===== config.mk =====
export PLATFORM = sky130hd
export DESIGN_NAME = tft_ctrl
export DESIGN_NICKNAME = d
export VERILOG_FILES = /design/src/rtl/tft_ctrl.sv
export SDC_FILE = /design/constraint.sdc
export NUM_CORES = 1
export LEC_CHECK = 0
export CORE_MARGIN = 1.5
export CORE_UTILIZATION = 50
export DETAILED_ROUTE_END_ITERATION = 10
export GPL_TIMING_DRIVEN = 0
export PLACE_DENSITY = 0.69
export SLEW_MARGIN = 20
export SYNTH_ARGS = -nofsm -noshare
export SYNTH_HDL_FRONTEND = slang
export SYNTH_SLANG_ARGS = --single-unit

===== constraint.sdc =====
create_clock -name clk -period 8.1 [get_ports clk]
set_input_delay 1.215 -clock clk [delete_from_list [all_inputs] [get_ports clk]]
set_output_delay 1.215 -clock clk [all_outputs]
set_load 0.01 [all_outputs]

===== src/rtl/tft_ctrl.sv =====
// tft_ctrl: panel bring-up and rectangle-fill sequencer driving tft_spi.
// Each byte is issued, given one blind cycle, then waited out on busy.
module tft_ctrl #(
  parameter int unsigned RST_CYCLES   = 1000,
  parameter int unsigned DELAY_CYCLES = 1200000
) (
  input  logic        clk,
  input  logic        global_reset,
  output logic [7:0]  spi_data,
  output logic        spi_dc,
  output logic        spi_transmit,
  input  logic        spi_busy,
  output logic        tft_rst,
  input  logic        fill_req,
  input  logic [7:0]  fill_x0,
  input  logic [7:0]  fill_y0,
  input  logic [7:0]  fill_x1,
  input  logic [7:0]  fill_y1,
  input  logic [15:0] fill_color,
  output logic        fill_ready,
  output logic        fill_done,
  output logic        fill_err
);

  typedef enum logic [2:0] {
    S_RST_LOW, S_RST_WAIT, S_INIT, S_DELAY,
    S_IDLE, S_SETUP, S_PIX
  } state_e;

  typedef enum logic [1:0] {P_ISSUE, P_SKIP, P_WAIT} phase_e;

  state_e      state_q, state_d;
  phase_e      phase_q, phase_d;
  logic [31:0] cnt_q, cnt_d;
  logic [3:0]  idx_q, idx_d;
  logic [16:0] pix_q, pix_d;
  logic        hi_q, hi_d;
  logic [7:0]  x0_q, x0_d, y0_q, y0_d;
  logic [7:0]  x1_q, x1_d, y1_q, y1_d;
  logic [15:0] color_q, color_d;
  logic [7:0]  data_q, data_d;
  logic        dc_q, dc_d;
  logic        tx_q, tx_d;
  logic        nrst_q, nrst_d;
  logic        done_q, done_d;
  logic        err_q, err_d;

  logic        byte_done;
  logic [7:0]  cur_data;
  logic        cur_dc;
  logic        bad_req;
  logic [16:0] w, h, npix;

  assign bad_req = (fill_x1 < fill_x0) || (fill_y1 < fill_y0);
  assign w       = {9'd0, fill_x1} - {9'd0, fill_x0} + 17'd1;
  assign h       = {9'd0, fill_y1} - {9'd0, fill_y0} + 17'd1;
  // 256*256 = 65536 still fits in 17 bits
  assign npix    = w * h;

  always_ff @(posedge clk or posedge global_reset) begin
    if (global_reset) begin
      state_q <= S_RST_LOW;
      phase_q <= P_ISSUE;
      cnt_q   <= '0;
      idx_q   <= '0;
      pix_q   <= '0;
      hi_q    <= 1'b1;
      x0_q    <= '0;
      y0_q    <= '0;
      x1_q    <= '0;
      y1_q    <= '0;
      color_q <= '0;
      data_q  <= '0;
      dc_q    <= 1'b0;
      tx_q    <= 1'b0;
      nrst_q  <= 1'b0;
      done_q  <= 1'b0;
      err_q   <= 1'b0;
    end else begin
      state_q <= state_d;
      phase_q <= phase_d;
      cnt_q   <= cnt_d;
      idx_q   <= idx_d;
      pix_q   <= pix_d;
      hi_q    <= hi_d;
      x0_q    <= x0_d;
      y0_q    <= y0_d;
      x1_q    <= x1_d;
      y1_q    <= y1_d;
      color_q <= color_d;
      data_q  <= data_d;
      dc_q    <= dc_d;
      tx_q    <= tx_d;
      nrst_q  <= nrst_d;
      done_q  <= done_d;
      err_q   <= err_d;
    end
  end

  always_comb begin
    cur_data = 8'h00;
    cur_dc   = 1'b1;
    case (state_q)
      S_INIT: begin
        unique case (idx_q)
          4'd0:    {cur_data, cur_dc} = {8'h01, 1'b0};
          4'd1:    {cur_data, cur_dc} = {8'h11, 1'b0};
          4'd2:    {cur_data, cur_dc} = {8'h3A, 1'b0};
          4'd3:    {cur_data, cur_dc} = {8'h05, 1'b1};
          4'd4:    {cur_data, cur_dc} = {8'h36, 1'b0};
          4'd5:    {cur_data, cur_dc} = {8'h00, 1'b1};
          default: {cur_data, cur_dc} = {8'h29, 1'b0};
        endcase
      end
      S_SETUP: begin
        unique case (idx_q)
          4'd0:    {cur_data, cur_dc} = {8'h2A, 1'b0};
          4'd2:    cur_data = x0_q;
          4'd4:    cur_data = x1_q;
          4'd5:    {cur_data, cur_dc} = {8'h2B, 1'b0};
          4'd7:    cur_data = y0_q;
          4'd9:    cur_data = y1_q;
          4'd10:   {cur_data, cur_dc} = {8'h2C, 1'b0};
          default: cur_data = 8'h00;
        endcase
      end
      S_PIX:   cur_data = hi_q ? color_q[15:8] : color_q[7:0];
      default: cur_data = 8'h00;
    endcase
  end

  always_comb begin
    state_d   = state_q;
    phase_d   = phase_q;
    cnt_d     = cnt_q;
    idx_d     = idx_q;
    pix_d     = pix_q;
    hi_d      = hi_q;
    x0_d      = x0_q;
    y0_d      = y0_q;
    x1_d      = x1_q;
    y1_d      = y1_q;
    color_d   = color_q;
    data_d    = data_q;
    dc_d      = dc_q;
    tx_d      = 1'b0;
    nrst_d    = nrst_q;
    done_d    = 1'b0;
    err_d     = 1'b0;
    byte_done = 1'b0;

    if (state_q inside {S_INIT, S_SETUP, S_PIX}) begin
      unique case (phase_q)
        P_ISSUE: if (!spi_busy) begin
          tx_d    = 1'b1;
          data_d  = cur_data;
          dc_d    = cur_dc;
          phase_d = P_SKIP;
        end
        P_SKIP:  phase_d = P_WAIT;
        P_WAIT: if (!spi_busy) begin
          phase_d   = P_ISSUE;
          byte_done = 1'b1;
        end
        default: phase_d = P_ISSUE;
      endcase
    end

    case (state_q)
      S_RST_LOW: begin
        if (cnt_q == RST_CYCLES - 1) begin
          cnt_d   = '0;
          nrst_d  = 1'b1;
          state_d = S_RST_WAIT;
        end else cnt_d = cnt_q + 32'd1;
      end
      S_RST_WAIT: begin
        if (cnt_q == RST_CYCLES - 1) begin
          cnt_d   = '0;
          idx_d   = '0;
          state_d = S_INIT;
        end else cnt_d = cnt_q + 32'd1;
      end
      S_INIT: if (byte_done) begin
        if (idx_q == 4'd0 || idx_q == 4'd1) state_d = S_DELAY;
        else if (idx_q == 4'd6) state_d = S_IDLE;
        else idx_d = idx_q + 4'd1;
      end
      S_DELAY: begin
        if (cnt_q == DELAY_CYCLES - 1) begin
          cnt_d   = '0;
          idx_d   = idx_q + 4'd1;
          state_d = S_INIT;
        end else cnt_d = cnt_q + 32'd1;
      end
      S_IDLE: if (fill_req) begin
        if (bad_req) err_d = 1'b1;
        else begin
          x0_d    = fill_x0;
          y0_d    = fill_y0;
          x1_d    = fill_x1;
          y1_d    = fill_y1;
          color_d = fill_color;
          pix_d   = npix;
          idx_d   = '0;
          hi_d    = 1'b1;
          state_d = S_SETUP;
        end
      end
      S_SETUP: if (byte_done) begin
        if (idx_q == 4'd10) state_d = S_PIX;
        else idx_d = idx_q + 4'd1;
      end
      S_PIX: if (byte_done) begin
        if (hi_q) hi_d = 1'b0;
        else begin
          hi_d  = 1'b1;
          pix_d = pix_q - 17'd1;
          if (pix_q == 17'd1) begin
            done_d  = 1'b1;
            state_d = S_IDLE;
          end
        end
      end
      default: state_d = S_RST_LOW;
    endcase
  end

  always_comb begin
    spi_data     = data_q;
    spi_dc       = dc_q;
    spi_transmit = tx_q;
    tft_rst      = nrst_q;
    fill_ready   = (state_q == S_IDLE);
    fill_done    = done_q;
    fill_err     = err_q;
  end

endmodule

* After elaboration in Yosys (flattened, before gate mapping) *
Cells that the tools add are included.

cells by class
  add/subtract/negate cells = 7
  mux-type cells = 59
  equal/unequal tests = 37
  $mul = 1
  bitwise gates (word level) = 2
  order comparisons = 2
  reductions and logical operators = 20

operators by type and width
  kind                                                                   number
  17-bit two-way mux                                                     4
  32-bit two-way mux                                                     2
  32-bit case mux with 2 select lines                                    1
  8-bit case mux with 7 select lines                                     1
  3-bit two-way mux                                                      13
  4-bit two-way mux                                                      9
  6-bit case mux with 6 select lines                                     1
  17-bit case mux with 2 select lines                                    1
  32-bit by 1-bit adder with 32-bit output (second input constant)       1
  32-bit by 10-bit == test with 1-bit output (second input constant)     1
  32-bit by 21-bit == test with 1-bit output (second input constant)     1
  2-bit != test (second input constant)                                  14
  8-bit case mux with 3 select lines                                     1
  3-bit case mux with 7 select lines                                     1
  9-bit by 2-bit adder with 10-bit output (second input constant)        2
  4-bit case mux with 5 select lines                                     1
  1-bit two-way mux                                                      18
  8-bit by 8-bit subtractor with 9-bit output                            2
  17-bit by 1-bit == test with 1-bit output (second input constant)      1
  10-bit by 10-bit multiplier with 17-bit output                         1
  17-bit by 1-bit subtractor with 17-bit output (second input constant)  1
  4-bit by 3-bit == test with 1-bit output (second input constant)       4
  8-bit less-than comparator                                             2
  12-bit AND reduction                                                   1
  30 further kinds                                                       44

word-level totals
  register bits = 120
  word-level logic and storage cells = 145
  input port bits = 52
  output and inout port bits = 14

* Logic depth before layout (Yosys ltp) *
Gate-level depths: netlist of run 1.

  depth after elaboration = 6
  gate-level depth with buffers = 31
  gate-level depth less buffers = 31

* Least setup slack after synthesis of run 1 *
No wires, ideal clock.

  kind = input-to-reg
  start point = input port fill_y1[0]
  end point = register pix_q[16]
  path slack = -21 ps
  path buffers = 1
  required time = 7974 ps
  stages = 29
  setup time = 126 ps
  data arrival time = 7995 ps
  cells stage by stage = inv_1 > ha_1 > inv_1 > fa_1 > a211o_1 > a2111oi_2 > a311oi_2 > a211o_4 > or3_1 > and2_2 > clkbuf_1 > nand2b_1 > fa_1 > fa_1 > inv_1 > fa_1 > fa_1 > inv_1 > fa_1 > inv_1 > ha_1 > o21ai_0 > o21bai_1 > a311oi_1 > nor3_1 > nand3_1 > nand2_1 > xor2_1 > a221o_1

between the ends
  cells in the longest elaborated chain, start to end = 6
  elaborated cells on any way between the ends = 10
  those cells by class = add/sub: 2; mul: 1; order compare: 1; eq/ne: 1; mux: 3; reduce/logical: 2

RTL lines
  what                                            line  RTL
  from (decl)                                     18    input logic [7:0] fill_y1,
  8-bit by 8-bit subtractor with 9-bit output     56    assign h = {9'd0, fill_y1} - {9'd0, fill_y0} + 17'd1;
  9-bit by 2-bit adder with 10-bit output         56
  10-bit by 10-bit multiplier with 17-bit output  58    assign npix = w * h;
  17-bit two-way mux                              197   if (bad_req) err_d = 1'b1;
  17-bit two-way mux                              196   S_IDLE: if (fill_req) begin
  17-bit case mux with 2 select lines             169   case (state_q)
  to (signal assigned)                            84    pix_q <= pix_d;
  to (decl)                                       36    logic [16:0] pix_q, pix_d;

Several ways; a longest one is shown, not always the timed one. The select of a mux whose other input is x is not followed.
A chain may end at the register's enable or synchronous reset.

* Worst setup path in the final report of run 1 *
  start point = input port fill_y1[3]
  end point = register pix_q[16]

Same word-level chain as after synthesis.

==> impl_results.md, run 1 <==
* Ant. Diodes at 0
* Max Fclk at 126 MHz
* Worst R2R Setup Slack at between 4 and 5 ns
* Crit path time final at a little under 8 ns
* Critical path's slowest cell: fa_1
* Number of port buffers at 65
* Number of synthesized flops with an enable pin at 0
* Final period util at 97.7%
* Rows at 52
* Die X at roughly 150 µm
* Worst-path clk slew at 0.06 ns
* Vias per std cell at about 5.7
* Final WS setup at 0.187 ns
* WP buf/inv at 4
* Most common flop cell mapped by yosys: dfrtp_1
* RSZ-0062 raised after global routing: yes
* Post-route cell area at 12,700 µm²
* Status: completed
* Synth top area cells: dfrtp_1 (28%), fa_1 (15%), ha_1 (8.2%)
* Final setup violation count at 0
* Crit path top cell by count: fa_1
* Initial drt markers at 742
* Clock root buffer: clkbuf_16
* Remaining Overflow, GRT at 0
* Routed via count at 8,910
* CTS max path bufs at 2
* Critical Path End Type: register
* Final core occ at 62.2%
* Clk sink count at 120
* Drc violations at 0
* Slowest stage delay, CP at 0.57 ns
* Vert. Die Dim at 148 µm
* DP Area at ~12,000 µm²
* Clock Latency Late Sink at ~0.42 ns
* ANT nets after route at 0
* Main combinational cell family by area after synthesis: adder cells
* Cell count after synthesis at 1,175
* CP Launch Type: input pin
* Initial antenna violation count at 0
* First-pass GRT wire length at 45.4 mm
* CP required at approximately 8.4 ns
* Crit Path Max Fanout at 5
* Sequential share of the synthesized area at 28.5%
* Post-detailed-route wirelength per cell at 17.8 µm
* H-tree depth at 4
* Share of cells above drive strength 1 at about an eighth
* Final hold viol count at 0
* Clock Skew at a little over 0.006 ns
* DRT Wirelength at ~28 mm
* Synth async-reset ratio at between 90% and 100%
* XOR/XNOR Fraction of Synth Area at under 10%
* Avg Inst Size Synth at 8.98 µm²
* Die Area at 22,000 µm²
* Starting density of the core at 51.5%
* Vias in the first global route at between 8,000 and 9,000
* CTS tree: yes
* # hold bufs at CTS at 0
* Total negative slack at 0 ns
* Cell taking the most area after synthesis: dfrtp_1
* Slew headroom at 44.9%
* Total GRT Usage at 26.1%
* Hold Path Class: register to register
* Final HPWL DP at between 20 and 25 mm
* Unique masters post-synth at 78
* Post-synthesis compound-gate area fraction at 13.8%
* Post-synth net total at around 1,400
* Synth Cell Area at 10,500 µm²
* CTS Buf Count at 17
* Synth Register Bits at 120
* Delay-heaviest family, CP: adder cells
* Synth warnings at 0
* Nets at 1,477
* Number of iterations in the first detailed-routing pass at 7
* Synth Area in Simple Gates at 17.3%
* Pre-CTS WS at -1.07 ns
* Core area at around 20,000 µm²
* Slew Limit Fails at 0
* Slew @ Worst Pin at 0.820 ns
* Post-synthesis mux area share at 4.38%
* Critical path class: input pin to register
* # Max-Cap Violations at 0
* Post-synth top area share at between 20% and 30%
* Post-Synth Adder-Cell Area at 23.0%
* Placer Congestion at 0.877
* I/O pins at between 60 and 70
* Largest net degree at the start of global routing at 75
* Area growth from synthesis to layout at 20.8%
* CP Data Arrival Time at 8.22 ns
## state kept, by name, indices dropped and copies added, names as in the netlist
name and flops:
spi_dc 1, spi_data 8, cnt_q 32, color_q 16, pix_q 17, fill_err 1, tft_rst 1, fill_done 1
hi_q 1, phase_q 2, x1_q 8, spi_transmit 1, idx_q 4, state_q 3, x0_q 8, y1_q 8
y0_q 8
## through the flow
stage          hold slack [ns]  instances
5_1_grt                  0.505       1560
6_report                 0.482       1560
3_5_place_dp             0.472       1511
3_3_place_gp             0.466       1510
2_1_floorplan            0.447       1175
4_1_cts                  0.484       1551
## synthesized netlist by cell type (13+ instances only)
cell type / number
and2_1: 24
mux2_2: 33
inv_1: 145
dfrtp_1: 119
a21oi_1: 57
xor2_1: 31
xnor2_1: 44
fa_1: 78
ha_1: 69
nor3_1: 18
o21ai_0: 61
nor2_1: 111
nand2_1: 116
nand3_1: 28
clkbuf_1: 29
a21o_1: 13
## path summary, 6_finish.rpt
kind | cells after the start | to | startpoint
max | 25 | pix_q[16] | fill_y1[3]
min | 1 | cnt_q[31] | cnt_q[31]
max reg2reg | 11 | pix_q[9] | state_q[2]
min reg2reg | 1 | cnt_q[31] | cnt_q[31]
max in group asynchronous | 3 | hi_q | global_reset
min in group asynchronous | 2 | cnt_q[28] | global_reset
## cell families (layout without fill, tap and decap cells)
logic type	count (synthesis)	count (layout)
buffers and inverters	182	297
flip-flops	120	120
XOR/XNOR	77	77
AND/OR/NAND/NOR	383	383
adder cells (fa/ha/maj)	147	147
AO/OA/AOI/OAI	224	224
multiplexers	42	42
## layout make-up
cell class | instances | area, µm²
tap | 270 | 338
fill | 1742 | 7750
buffer | 34 | 131
sequential | 120 | 3000
clock buffer | 19 | 433
multi-input combinational | 873 | 7340
clock inverter | 12 | 105
timing repair buffer | 85 | 840
inverter | 147 | 557
## worst register-to-register path, cell delays in order (launching register included)
cell and delay [ns]:
dfrtp_1 0.32, buf_4 0.17, inv_2 0.10, nor3b_2 0.54, nor2_1 0.22, or4b_1 0.65
nor2_1 0.23, nor2_1 0.08, a21oi_1 0.49, clkbuf_1 0.44, a21oi_1 0.13, a21oi_1 0.14
## per-layer routing
metal / share of wire (%) / track usage [%] / vias to the layer above / wire length [µm]
met1: 44 / 35.7 / 4422 / 12300
met4: 1.9 / 6.58 / 0 / 519
met2: 48 / 43.6 / 267 / 13400
met5: 0 / 0 / - / 0
met3: 5.3 / 3.99 / 55 / 1470
li1: - / - / 4166 / -
## placed cells by master, fill, tap and decap left out, types with 9 or more instances in the layout
master	n
a21o_1	13
a21oi_1	52
a31oi_1	10
and2_1	23
and3_1	10
buf_4	19
clkbuf_1	30
clkbuf_16	17
clkdlybuf4s50_1	61
dfrtp_1	119
fa_1	70
ha_1	61
inv_1	140
mux2_2	33
mux2i_1	9
nand2_1	115
nand3_1	27
nor2_1	107
nor2b_1	11
nor3_1	16
nor4_1	10
o21ai_0	60
o22ai_1	11
or3_1	9
xnor2_1	36
xor2_1	21
## what timing repair did
action                                  in CTS  in global routing
endpoints found under the setup margin       6                  7
pin swaps                                   24                 30
cloned                                       0                  0
setup buffers                               10                  9
gates resized for setup                     45                 42
hold endpoints to repair                     0                  0
Power of run 1 is left out: the tool's default activity adds up to more than one toggle a clock period on the data nets, which glitch-free logic cannot reach.
==> run 2: changes to the inputs <==
--- a/config.mk
+++ b/config.mk
@@ -7,4 +7,6 @@
 export LEC_CHECK = 0
+export ABC_CLOCK_PERIOD_IN_PS = 8100
 export CORE_MARGIN = 1.5
 export CORE_UTILIZATION = 50
+export CTS_BUF_LIST = sky130_fd_sc_hd__clkbuf_4
 export DETAILED_ROUTE_END_ITERATION = 10
==> constraint.sdc (replaced) <==
create_clock -name clk -period 8.1 [get_ports clk]
set_input_delay 1.62 -clock clk [delete_from_list [all_inputs] [get_ports clk]]
set_output_delay 1.62 -clock clk [all_outputs]
set_load 0.01 [all_outputs]
==> impl_results.md, run 2 (synthesis gave the netlist of run 1 again) <==
* Largest Register: cnt_q
* Crit Path Max Fanout at 4
* Remaining Overflow, GRT at 0
* ANT nets after route at 0
* Most common cell after layout, fill and taps aside: inv_1
* Slew headroom at 44.8%
* H-tree depth at 4
* Number of iterations in the first detailed-routing pass at 5
* Clock Latency Late Sink at 0.56 ns
* Slowest stage delay, CP at 0.54 ns
* Drc violations at 0
* CTS max path bufs at 2
* CP Launch Type: input pin
* Final period util at 98.5%
* Max Fclk at 125 MHz
* Final setup violation count at 0
* DP Cell Count at 1,511
* CTS Buf Count at 17
* Status: completed
* Crit path time final at 7.98 ns
* RSZ-0062 raised after global routing: yes
* CTS tree: yes
* Nets at 1,492
* First-pass GRT wire length at 43.6 mm
* Largest regs: cnt_q x32, pix_q x17, color_q x16
* Pre-CTS WS at -1.35 ns
* Hold Slack at 0.499 ns
* # hold bufs at CTS at 0
* Vias in the first global route at 8,738
* Share of cells above drive strength 1 at around 17%
* Clock root buffer: clkbuf_4
* Initial antenna violation count at 2
* CP required at 8.56 ns
* Routed via count at 9,008
* Commonest non-fill, non-tap cells in the layout: inv_1 (132), dfrtp_1 (119), nand2_1 (114)
* # Max-Cap Violations at 0
* Rows at 52
* Largest net degree at the start of global routing at slightly below 70
* Placer Congestion at 0.911
* Hold Path Class: register to register
* CP Data Arrival Time at 8.44 ns
* Slew @ Worst Pin at 0.829 ns
* Final hold viol count at 0
* Total GRT Usage at 25.1%
* Clk sink count at 120
* Core area at 20,500 µm²
* Area growth from synthesis to layout at 21.5%
* Clock Skew at ~0.018 ns
* Vert. Die Dim at 148 µm
* Number of port buffers at 65
* Total negative slack at 0 ns
* Die Area at 22,000 µm²
* I/O pins at between 60 and 70
* Critical Path End Type: register
* Initial drt markers at approximately 810
* Final HPWL DP at between 20 and 25 mm
* Post-detailed-route wirelength per cell at around 17 µm
* Vias per std cell at 5.71
* Worst-path clk slew at 0.12 ns
* Final WS setup at 0.120 ns
* Starting density of the core at 51.5%
* Non-Filler Instances at 1,577
* Max reg flops at 32
* Slew Limit Fails at 0
* Critical path's slowest cell: fa_2
* Critical path class: input pin to register
* Die X at 148 µm
* DRT Wirelength at ~27 mm
## run 2: cell count changes in the layout (fill, tap and decap cells not counted), sizes merged, moves of 2 or more
cell,change
bufinv,+3
clkdlybuf4s50,-3
buf,+15
clkinv,+2
clkinvlp,-4
dlymetal6s2s,+2
## run 2: stage by stage
stage,cell area [µm²],utilization (%)
finish,12800,62.5
CTS,12400,60.5
floorplan,10600,-
detailed placement,11700,57.0
global placement,11600,56.8
global route,12800,62.5
## run 2: worst max-delay path: cells and delay by family
kind	cells	cell delay (ns)
XOR/XNOR	2	0.40
AND/OR/NAND/NOR	6	0.96
adder cells (fa/ha/maj)	8	3.14
buffers and inverters	7	0.60
AO/OA/AOI/OAI	6	1.67
## run 2: area by class of cell
class / instances / area [µm²]
flip-flops and latches: 120 / 3000
multi-input cells: 874 / 7480
repair buffers: 99 / 957
well taps: 270 / 338
inverters: 147 / 569
clock buffers: 18 / 135
fillers: 1691 / 7680
diodes: 1 / 2.50
clock inverters: 14 / 198
plain buffers: 34 / 131
## run 2: final timing paths
check	startpoint	cells past startpoint	endpoint	slack, ns
worst max-delay path	fill_y1[0]	29	pix_q[16]	0.12
worst min-delay path	y0_q[5]	2	y0_q[5]	0.50
worst max register to register	state_q[1]	10	pix_q[10]	4.56
worst min register to register	y0_q[5]	2	y0_q[5]	0.50
max in group asynchronous	global_reset	3	hi_q	5.89
min in group asynchronous	global_reset	2	pix_q[11]	1.47
## run 2: layer usage
| layer | up-vias | global-route usage, % | share of wire (%) |
|---|---|---|---|
| met2 | 337 | 40.6 | 47 |
| met5 | - | 0 | 0.051 |
| met3 | 59 | 4.75 | 5.7 |
| li1 | 4210 | - | - |
| met1 | 4400 | 34.8 | 45 |
| met4 | 2 | 6.93 | 2.0 |
## run 2: what timing repair did
action,CTS,global route
endpoints found under the setup margin,7,6
gates cloned,0,1
endpoints found under the hold margin,0,0
gates resized for setup,57,65
pin swaps,42,50
buffers inserted,16,17
Power of run 2 is left out for the same reason.
